<file path="config.mk">
export PLATFORM = sky130hd
export DESIGN_NAME = store_buffer
export DESIGN_NICKNAME = d
export VERILOG_FILES = /design/src/rtl/store_buffer.sv
export SDC_FILE = /design/constraint.sdc
export NUM_CORES = 1
export LEC_CHECK = 0
export CAP_MARGIN = 20
export CORE_MARGIN = 3
export CORE_UTILIZATION = 59
export CTS_BUF_LIST = sky130_fd_sc_hd__clkbuf_2 sky130_fd_sc_hd__clkbuf_4 sky130_fd_sc_hd__clkbuf_8
export DETAILED_ROUTE_END_ITERATION = 8
export PLACE_DENSITY_LB_ADDON = 0.25
export SLEW_MARGIN = 20
export SYNTH_ARGS = -nofsm -noshare
export SYNTH_HDL_FRONTEND = slang
export SYNTH_SLANG_ARGS = --single-unit
</file>
<file path="constraint.sdc">
create_clock -name CLK -period 11.3 [get_ports CLK]
set_input_delay 2.26 -clock CLK [delete_from_list [all_inputs] [get_ports CLK]]
set_output_delay 2.26 -clock CLK [all_outputs]
set_load 0.02 [all_outputs]
</file>
<file path="src/rtl/store_buffer.sv">
`default_nettype none
// ============================================================================
// Module   : store_buffer
// Purpose  : Write-back store buffer between a core and a word-addressed RAM.
//            Stores are queued in a DEPTH-entry FIFO and written to RAM in
//            order during cycles in which the core is idle. A store to an
//            address that is already queued overwrites the queued data in
//            place. Loads that hit a queued entry are forwarded from the
//            buffer. Loads that miss are passed through to the RAM.
// Ports    : CLK            - clock, rising edge
//            RSTn           - asynchronous active-low reset
//            MemWrite       - core store request
//            MemRead        - core load request
//            address        - core word address (10 b)
//            write_data     - core store data (32 b)
//            read_data      - load data returned to the core (32 b)
//            stall          - store not accepted this cycle
//            empty          - buffer holds no valid entries
//            ram_MemWrite   - RAM write strobe
//            ram_MemRead    - RAM read strobe
//            ram_address    - RAM word address (10 b)
//            ram_write_data - RAM write data (32 b)
//            ram_read_data  - RAM combinational read data (32 b)
// Revision : 1.0 - initial release
// ============================================================================
module store_buffer #(
  parameter int DEPTH = 4
) (
  input  logic        CLK,
  input  logic        RSTn,
  input  logic        MemWrite,
  input  logic        MemRead,
  input  logic [9:0]  address,
  input  logic [31:0] write_data,
  output logic [31:0] read_data,
  output logic        stall,
  output logic        empty,
  output logic        ram_MemWrite,
  output logic        ram_MemRead,
  output logic [9:0]  ram_address,
  output logic [31:0] ram_write_data,
  input  logic [31:0] ram_read_data
);

  localparam int PTR_W = (DEPTH > 1) ? $clog2(DEPTH) : 1;
  localparam int CNT_W = PTR_W + 1;

  // Entry storage. No reset: validity is derived from head and count alone.
  logic [9:0]       r_addr [DEPTH];
  logic [31:0]      r_data [DEPTH];

  logic [PTR_W-1:0] r_head;
  logic [PTR_W-1:0] r_tail;
  logic [CNT_W-1:0] r_count;

  logic [DEPTH-1:0] w_valid;
  logic             w_match;
  logic [PTR_W-1:0] w_match_idx;
  logic             w_full;
  logic             w_accept;
  logic             w_append;
  logic             w_load;
  logic             w_drain;

  // Entry i is valid when its distance from head is below count. DEPTH is
  // a power of two, so the PTR_W-bit subtraction wraps naturally. Because
  // matching stores coalesce, at most one entry can match.
  always_comb begin
    w_valid     = '0;
    w_match     = 1'b0;
    w_match_idx = '0;
    for (int i = 0; i < DEPTH; i++) begin
      w_valid[i] = ({1'b0, PTR_W'(PTR_W'(i) - r_head)} < r_count);
      if (w_valid[i] && (r_addr[i] == address)) begin
        w_match     = 1'b1;
        w_match_idx = PTR_W'(i);
      end
    end
  end

  assign w_full   = (r_count == CNT_W'(DEPTH));
  assign stall    = MemWrite & w_full & ~w_match;
  assign w_accept = MemWrite & ~stall;
  assign w_append = w_accept & ~w_match;
  // A load issued together with a store is ignored.
  assign w_load   = MemRead & ~MemWrite;
  // Drain in idle cycles, and also in stall cycles so the held store finds
  // a free slot on the following edge.
  assign w_drain  = (r_count != '0) & ((~MemWrite & ~MemRead) | stall);
  assign empty    = (r_count == '0);

  // Pointer and count state. Store and drain never coincide: a drain in a
  // store cycle only happens when that store is stalled.
  always_ff @(posedge CLK or negedge RSTn) begin
    if (!RSTn) begin
      r_head  <= '0;
      r_tail  <= '0;
      r_count <= '0;
    end else begin
      if (w_append) begin
        r_tail <= r_tail + 1'b1;
      end
      if (w_drain) begin
        r_head <= r_head + 1'b1;
      end
      case ({w_append, w_drain})
        2'b10:   r_count <= r_count + 1'b1;
        2'b01:   r_count <= r_count - 1'b1;
        default: r_count <= r_count;
      endcase
    end
  end

  always_ff @(posedge CLK) begin
    if (w_accept) begin
      if (w_match) begin
        r_data[w_match_idx] <= write_data;
      end else begin
        r_addr[r_tail] <= address;
        r_data[r_tail] <= write_data;
      end
    end
  end

  // RAM-side strobes and core read data. Every output is forced to zero
  // while reset is asserted, regardless of the core inputs.
  always_comb begin
    ram_MemWrite   = RSTn & w_drain;
    ram_MemRead    = RSTn & w_load & ~w_match;
    ram_address    = '0;
    ram_write_data = '0;
    read_data      = '0;
    if (ram_MemWrite) begin
      ram_address    = r_addr[r_head];
      ram_write_data = r_data[r_head];
    end else if (ram_MemRead) begin
      ram_address = address;
    end
    if (RSTn && w_load) begin
      read_data = w_match ? r_data[w_match_idx] : ram_read_data;
    end
  end

endmodule
`default_nettype wire

</file>
==> impl_metrics.json <==
{
  "status": "finished clean",
  "period_share_pct": 77.7,
  "cts_resized": 0,
  "nets": 833,
  "timing.setup.tns_ns": 0,
  "fin_cells": 942,
  "critPathMaxFanout": 38,
  "ff2ff_setup_slack_ns": 6.75,
  "hold_viol": 0,
  "ctsRootBufferMaster": "clkbuf_8",
  "async_flop_share_pct": 4.00,
  "setup_ws_ns": 2.52,
  "vias_per_cell": 6.35,
  "cp-end-kind": "output port",
  "num_vias": 5986,
  "numCtsBuffers": 17,
  "syn_nets": 700,
  "fin_crit_ns": 8.78,
  "yosysWarnings": 0,
  "areaGrowthSynthToFinish_pct": 23.6,
  "hold_slack_ns": 0.593,
  "netlist_area_um2": 8910,
  "dpl_worst_slack_ns": 2.53,
  "drt-met1-wl_mm": 8.36,
  "ys_types": 43,
  "wl_met2_mm": 11.1,
  "track_usage_pct": 26.3,
  "syn_inst": 612,
  "place.gp.congestion": 0.833,
  "power_density_nw_per_um2": 186,
  "path_class": "input port to output port",
  "hpwl_mm": 13.3,
  "grt_max_degree": 52,
  "dieArea_um2": 16600,
  "cp.required_ns": 9.04,
  "cts_max_level": 4,
  "die_h_um": 129,
  "post_cts_buffers": 0,
  "fillers": 905,
  "critPathArrivalTime_ns": 6.52,
  "wl_per_cell_um": 22.7,
  "top_layer": "met4",
  "grt_pass1_wl_mm": 32.8,
  "clkTransAtPathRegs_ns": 0.09,
  "p_leak_nw": 4.06,
  "clock_latency_ns": 0.46,
  "dieWidth_um": 129,
  "grt.overflow.total": 0,
  "ant_nets": 0,
  "dr.first_iter.drc_count": 617,
  "cap_violations": 0,
  "cts_num_sinks": 175,
  "ys_dominant_reg_cell": "edfxtp_1",
  "fin_skew_ns": 0.0131,
  "cts_buffer_depth": 2,
  "drive_gt1_share_pct": 12.7,
  "row_count": 44,
  "drc": 0,
  "start_kind": "input port",
  "initial_utilization_pct": 60.8,
  "maxSlewViolCount": 0,
  "ioPinCount": 156,
  "synth-seq-cells": 175,
  "fmax_mhz": 114,
  "dp.cells": 910,
  "post-route-util_pct": 75.1,
  "hold_buffers": 0,
  "relSlewSlack_pct": 29.6,
  "cts_tree": "yes",
  "grt_setup_unrepaired": "no",
  "synth_seq_area_share_pct": 58.6,
  "hold_path_class": "flip-flop to flip-flop",
  "firstDrtPassIters": 5,
  "grt_pass1_vias": 5965,
  "core_area_um2": 14600,
  "antenna_found_initial": 0,
  "synth_edf_count": 168,
  "postSynthAreaPerCell_um2": 14.6,
  "wl_met3_mm": 1.55,
  "numPortBuffers": 155,
  "tightest_slew_ns": 1.06,
  "setup_viol": 0,
  "max-vdd-ir-drop_mv": 0.109,
  "wl_mm": 21.4
}
[cell type report]
type	count	area (µm²)	share of cell area, %
inverters	44	165	1.50
multi-input cells	342	3340	30.3
clock inverters	11	143	1.30
well taps	184	230	2.09
repair buffers	165	1650	15.0
diodes	1	2.50	0.0227
clock buffers	20	256	2.33
flip-flops and latches	175	5230	47.5
[synthesized netlist by cell type (2+ instances only)]
cell	number	share of area, %
xor2_1	39	3.8
dfrtp_1	7	2.0
nor3_1	35	2.0
edfxtp_1	168	57
nand2_1	6	0.25
inv_1	44	1.9
buf_2	27	1.5
nor4_2	2	0.28
a21oi_1	6	0.34
xnor2_1	6	0.59
a22o_1	42	4.1
mux2i_1	33	3.7
nand3_1	3	0.17
nor4_1	7	0.49
o21a_1	4	0.34
o21ai_0	6	0.34
a221oi_1	33	3.2
o2111a_1	2	0.25
or4_1	2	0.17
nor3_2	2	0.22
nor2_1	9	0.38
ha_1	9	1.3
mux4_2	42	11
o211ai_1	2	0.17
clkbuf_1	20	0.84
nand2b_1	3	0.21
and2_1	36	2.5
buf_1	2	0.084
[cell families (layout without fill, tap and decap cells)]
| kind of cell | after synthesis | in the layout | synth area share, % |
|---|---|---|---|
| AOI/OAI and AO/OA | 102 | 102 | 9.51 |
| xor gates and xnor gates | 45 | 45 | 4.43 |
| adders and majority gates | 10 | 10 | 1.49 |
| buffers and inverters | 95 | 240 | 4.51 |
| DFF | 175 | 175 | 58.6 |
| muxes | 76 | 76 | 14.5 |
| other | 0 | 1 | 0 |
| and+or+nand+nor | 109 | 109 | 7.00 |
[sequential cells by signal (all words and copies together) (netlist names)]
signal and flops:
r_head 2, r_tail 2, r_data 128, r_count 3
r_addr 40
[where the power goes]
part | leakage [nW] | switching (mW) | total (mW) | internal, mW
combinational | 2.23 | 0.368 | 0.696 | 0.328
clock | 0.206 | 0.218 | 0.441 | 0.224
sequential | 1.62 | 0.0599 | 0.906 | 0.846
[path summary, 6_finish.rpt]
kind,end,from,cells past startpoint
min reg2reg,r_count[0],r_count[0],1
min in group asynchronous,r_head[0],RSTn,1
min,r_count[0],r_count[0],1
max in group asynchronous,r_head[0],RSTn,1
max reg2reg,r_count[2],r_head[1],15
max,read_data[28],address[8],10
[cells in the final DEF, fill, tap and decap left out, types with 3 or more instances in the layout]
cell	instances
xnor2_1	6
mux4_2	42
a221oi_1	33
clkdlybuf4s50_1	155
mux2i_1	33
o21ai_0	6
nor4_1	7
buf_4	9
a21oi_1	5
o21a_1	4
xor2_1	39
nand3_1	3
bufinv_16	3
and2_1	36
clkbuf_8	17
edfxtp_1	168
clkinv_4	4
clkbuf_4	3
dfrtp_1	5
nor2_1	9
inv_1	44
a22o_1	42
ha_1	9
nor3_1	34
nand2_1	6
nand2b_1	3
[per-layer routing]
| metal | vias up | GRT usage (%) |
|---|---|---|
| met5 | - | 0 |
| met4 | 0 | 8.96 |
| met1 | 2994 | 34.7 |
| met2 | 292 | 44.7 |
| met3 | 32 | 4.48 |
| li1 | 2668 | - |
[metrics by stage]
step | area, µm² | power (mW)
finish | 11000 | 2.04
global route | 11000 | 2.14
detailed placement | 10600 | 1.62
CTS | 11000 | 2.05
global placement | 10600 | 1.59
floorplan | 8910 | 1.38
[critical path: stages]
cell,delay [ns]
clkdlybuf4s50_1,0.58
xor2_1,0.25
nor4_1,0.44
o2111a_2,0.75
buf_4,0.50
nand2b_1,0.36
nor3_4,0.20
buf_4,0.31
a22o_1,0.27
clkdlybuf4s50_1,0.55
(Power assumes the default switching activity.)
==> RTL edit 1, RTL diff (same settings) <==
Make the reset (`RSTn`) synchronous in one clocked block. Comments in the files are not updated.
--- a/src/rtl/store_buffer.sv
+++ b/src/rtl/store_buffer.sv
@@ -91,7 +91,7 @@
 
   // Pointer and count state. Store and drain never coincide: a drain in a
   // store cycle only happens when that store is stalled.
-  always_ff @(posedge CLK or negedge RSTn) begin
+  always_ff @(posedge CLK) begin
     if (!RSTn) begin
       r_head  <= '0;
       r_tail  <= '0;
Formal check against the unedited RTL: differs if RSTn is asserted again (counterexample within 4 cycles, from zero or initial values and one cycle with RSTn low); with RSTn held inactive, the same outputs for 4 cycles.
==> RTL edit 1 against the unedited design <==
Synthesized cell count down 3.4%; highest routed layer unchanged; routed wire length grew 5.0%; critical path depth is 2 lower; critical endpoint is now read_data[0]; non-clock buffer count did not move; cell area decreased by 0.30%; via count rose by 1.6%; worst setup slack better by 67 ps; synthesized area shrank 0.11%; register-to-register slack better by 790 ps; count of clock-buffer cells in the layout down 3; sequential cell count grew 2.
Power is not compared: it rests on default switching activity, and its combinational part moved more than twofold at a synthesized area within 25%.
==> RTL edit 1: results (changes against the unedited design) <==
| Metric | Value |
|---|---|
| Vias | `6080 (+1.6%)` |
| GRT Overall Usage | `0.279 (+0.0162)` |
| Synth top area cells | `edfxtp_1 57%, mux4_2 11%, a32o_1 4.7%` |
| Dpl cell area | `10600 um2 (-0.30%)` |
| Reg2Reg Depth | `14 (-1)` |
| Worst path top cell family by delay | `compound AO/OA/AOI/OAI gates` |
| First-pass GRT wire length | `34.9 mm (+6.2%)` |
| Synth async-reset ratio | `0 (-0.0400)` |
| Most common library cells after synthesis | `168 x edfxtp_1, 42 x a32o_1, 42 x mux4_2` |
| CP max-delay cell | `a21oi_4` |
| Final Wtd Congestion | `0.840 (+0.84%)` |
| Hold depth | `2 (+1)` |
| Vias in the first global route | `6399 (+7.3%)` |
| Pre-CTS setup slack | `2600 ps (+64.2 ps)` |
| Pleak | `0.00387 uW` |
| First-pass detailed-route iteration total | `7 (+2)` |
| Sequential-to-total area share from yosys stat | `0.587 (+0.00122)` |
| Clock skew after layout | `14.2 ps (+1.16 ps)` |
| Layout cells sized above 1 | `0.141 (+0.0141)` |
| Hpwl dp | `14.2 mm (+7.2%)` |
| Fill cells | `905 (unchanged)` |
| Status | `complete, no violations` |
| P_clk | `433 uW` |
| CP max FO | `32 (-16%)` |
| Nets@finish | `813 (-2.4%)` |
| Final WL | `22.5 mm (+5.0%)` |
| Post-synth cell types | `51 (+19%)` |
| Critical Path AT | `6460 ps (-60 ps)` |
| Initial antenna violation count | `0 (unchanged)` |
| Max-slew headroom | `0.294 (-0.00253)` |
| Largest net degree at the start of global routing | `43 (-17%)` |
| Max stage delay on crit path | `790 ps (+40 ps)` |
| Net count after synthesis | `679 (-3.0%)` |
| 1st-iter DRT viols | `492 (-20%)` |
## RTL edit 1: metrics by stage
step	hold WS [ps]	instances	total power, uW
6_report	544	922	1540
5_1_grt	595	922	1610
2_1_floorplan	491	591	1010
4_1_cts	551	922	1550
3_5_place_dp	535	890	1120
3_3_place_gp	518	890	1110
## RTL edit 1: cells by family after synthesis
logic type,count (synthesis),share of synthesized area
AO/OA/AOI/OAI,108,0.108
XOR/XNOR,43,0.0423
adder cells (fa/ha/maj),10,0.0149
buffers and inverters,61,0.0329
flip-flops,177,0.587
multiplexers,75,0.143
AND/OR/NAND/NOR,117,0.0709
## RTL edit 1: worst paths after layout
| kind | from | end | slack, ps |
|---|---|---|---|
| worst min register to register | r_head[1] | register | 540 |
| worst min-delay path | r_head[1] | register | 540 |
| worst max-delay path | address[2] | read_data[0] | 2580 |
| worst max register to register | r_count[1] | r_count[2] | 7540 |
## RTL edit 1: cell type report
type | instances | area (um2) | share of cell area
multi-input combinational | 353 | 3440 | 0.314
clock inverter | 15 | 166 | 0.0152
sequential | 177 | 5230 | 0.477
tap | 184 | 230 | 0.0210
inverter | 11 | 41.3 | 0.00376
timing repair buffer | 165 | 1630 | 0.148
clock buffer | 17 | 234 | 0.0213
## RTL edit 1: worst register-to-register path, cell delays in order (launching register included)
cell and delay (ps):
dfxtp_1 380, inv_1 140, ha_1 320, a21oi_1 120, nor2_1 90, o2111ai_4 720, o21ai_2 280, nor3_1 510
inv_1 120, ha_1 240, inv_1 70, fa_1 180, xor2_1 70, or3_1 310, a21oi_1 140
## RTL edit 1: per-layer routing
layer	GRT usage	share of wire	routed length (um)
met2	0.468	0.52	11600
met5	0	0	0
met4	0.0815	0.018	403
met1	0.362	0.39	8780
met3	0.0743	0.076	1710
==> RTL edit 2, RTL diff (same flow settings) <==
Made on the original files. The parameter `DEPTH` goes from 4 to 8.
--- a/src/rtl/store_buffer.sv
+++ b/src/rtl/store_buffer.sv
@@ -24,7 +24,7 @@
 // Revision : 1.0 - initial release
 // ============================================================================
 module store_buffer #(
-  parameter int DEPTH = 4
+  parameter int DEPTH = 8
 ) (
   input  logic        CLK,
   input  logic        RSTn,
Function: changed (a bounded check fails within 10 cycles, from zero or initial values and one cycle with RSTn low).
==> RTL edit 2 against the unedited design <==
Via count grew 96%; maximum frequency shrank 7.5%; clock skew grew 15 ps; sequential share of layout area grew 3.3 points; synthesized cell count grew 96%; routed wire length grew 120%; synthesized area grew 95%; worst setup slack lost 720 ps; first-iteration DRC count grew 130%; cell area grew 85%; global-route usage grew 3.9 points; power grew 100%; sequential cell count grew 171; largest power group unchanged.
==> RTL edit 2: results (changes against the unedited design) <==
| Metric | Value |
|---|---|
| Status | `complete, no violations` |
| First-pass GRT wire length | `70.9 mm (+120%)` |
| Post-synth EDFFs | `336 (+100%)` |
| NonClk Buf Share | `0.0872 (-0.0625)` |
| Vias in the first global route | `12000 (+100%)` |
| Reg2Reg Depth | `14 (-1)` |
| Sequential cells | `346 (+98%)` |
| 1st-iter DRT viols | `1419 (+130%)` |
| Num CTS Buffers | `55 (+38)` |
| GR Util met2 | `0.480 (+0.0329)` |
| GR Util met1 | `0.422 (+0.0748)` |
| Met3 WL post-DR | `4.58 mm (+190%)` |
| Critical Path Sink | `read_data[6]` |
| Worst reg2reg path startpoint | `r_head[0]` |
| H-tree Lvls | `2 (-2)` |
| Critical Path AT | `7240 ps (+720 ps)` |
| Multi-In Gates | `747 (+120%)` |
| Largest net degree at the start of global routing | `68 (+31%)` |
| Post-synth cell types | `63 (+47%)` |
| Net count after synthesis | `1294 (+85%)` |
| Non-filler instance count after layout | `1775 (+88%)` |
| GRT Overall Usage | `0.302 (+0.0385)` |
| Clk_lat worst skew | `580 ps (+120 ps)` |
| Logic inverters | `18 (-59%)` |
| Wire length on met2 | `23.0 mm (+110%)` |
| Clock-cell share | `0.0516 (+0.0154)` |
| Pleak | `0.00673 uW (+66%)` |
| Fill cells | `1948 (+120%)` |
| Clock skew after layout | `27.7 ps (+14.6 ps)` |
| CLK BUF | `76 (+280%)` |
| CP max-delay cell | `clkdlybuf4s50_1` |
| Final Hold Slack | `506 ps (-87.7 ps)` |
| Initial antenna violation count | `1 (+1)` |
| Hold path start | `r_tail[2]` |
| Metal-1 WL | `18.2 mm (+120%)` |
-- RTL edit 2: cell types whose count changed in the layout (fill, tap and decap cells not counted), sizes merged, moves of 32 or more --
cell / delta
a22o: -42
o221ai: +41
clkbuf: +56
nand2: +160
mux4: +42
and2: -33
a221oi: -32
a21oi: +33
edfxtp: +168
-- RTL edit 2: cells by family after synthesis --
group,after synthesis,synth area share
multiplexers,126,0.133
adder cells (fa/ha/maj),19,0.0141
AND/OR/NAND/NOR,322,0.0952
AO/OA/AOI/OAI,189,0.0857
flip-flops,346,0.594
buffers and inverters,104,0.0317
XOR/XNOR,91,0.0458
-- RTL edit 2: per-stage QoR --
step	cell area [um2]	worst slack, ps
6_report	20400	1800
5_1_grt	20400	1580
4_1_cts	20300	1880
3_5_place_dp	19300	1920
3_3_place_gp	19300	1900
2_1_floorplan	17400	4370
-- RTL edit 2: where the power goes --
part / switching, uW / internal, uW / total [uW]
combinational: 727 / 614 / 1340
clock: 473 / 551 / 1020
sequential: 171 / 1600 / 1770
total: 1370 / 2760 / 4130
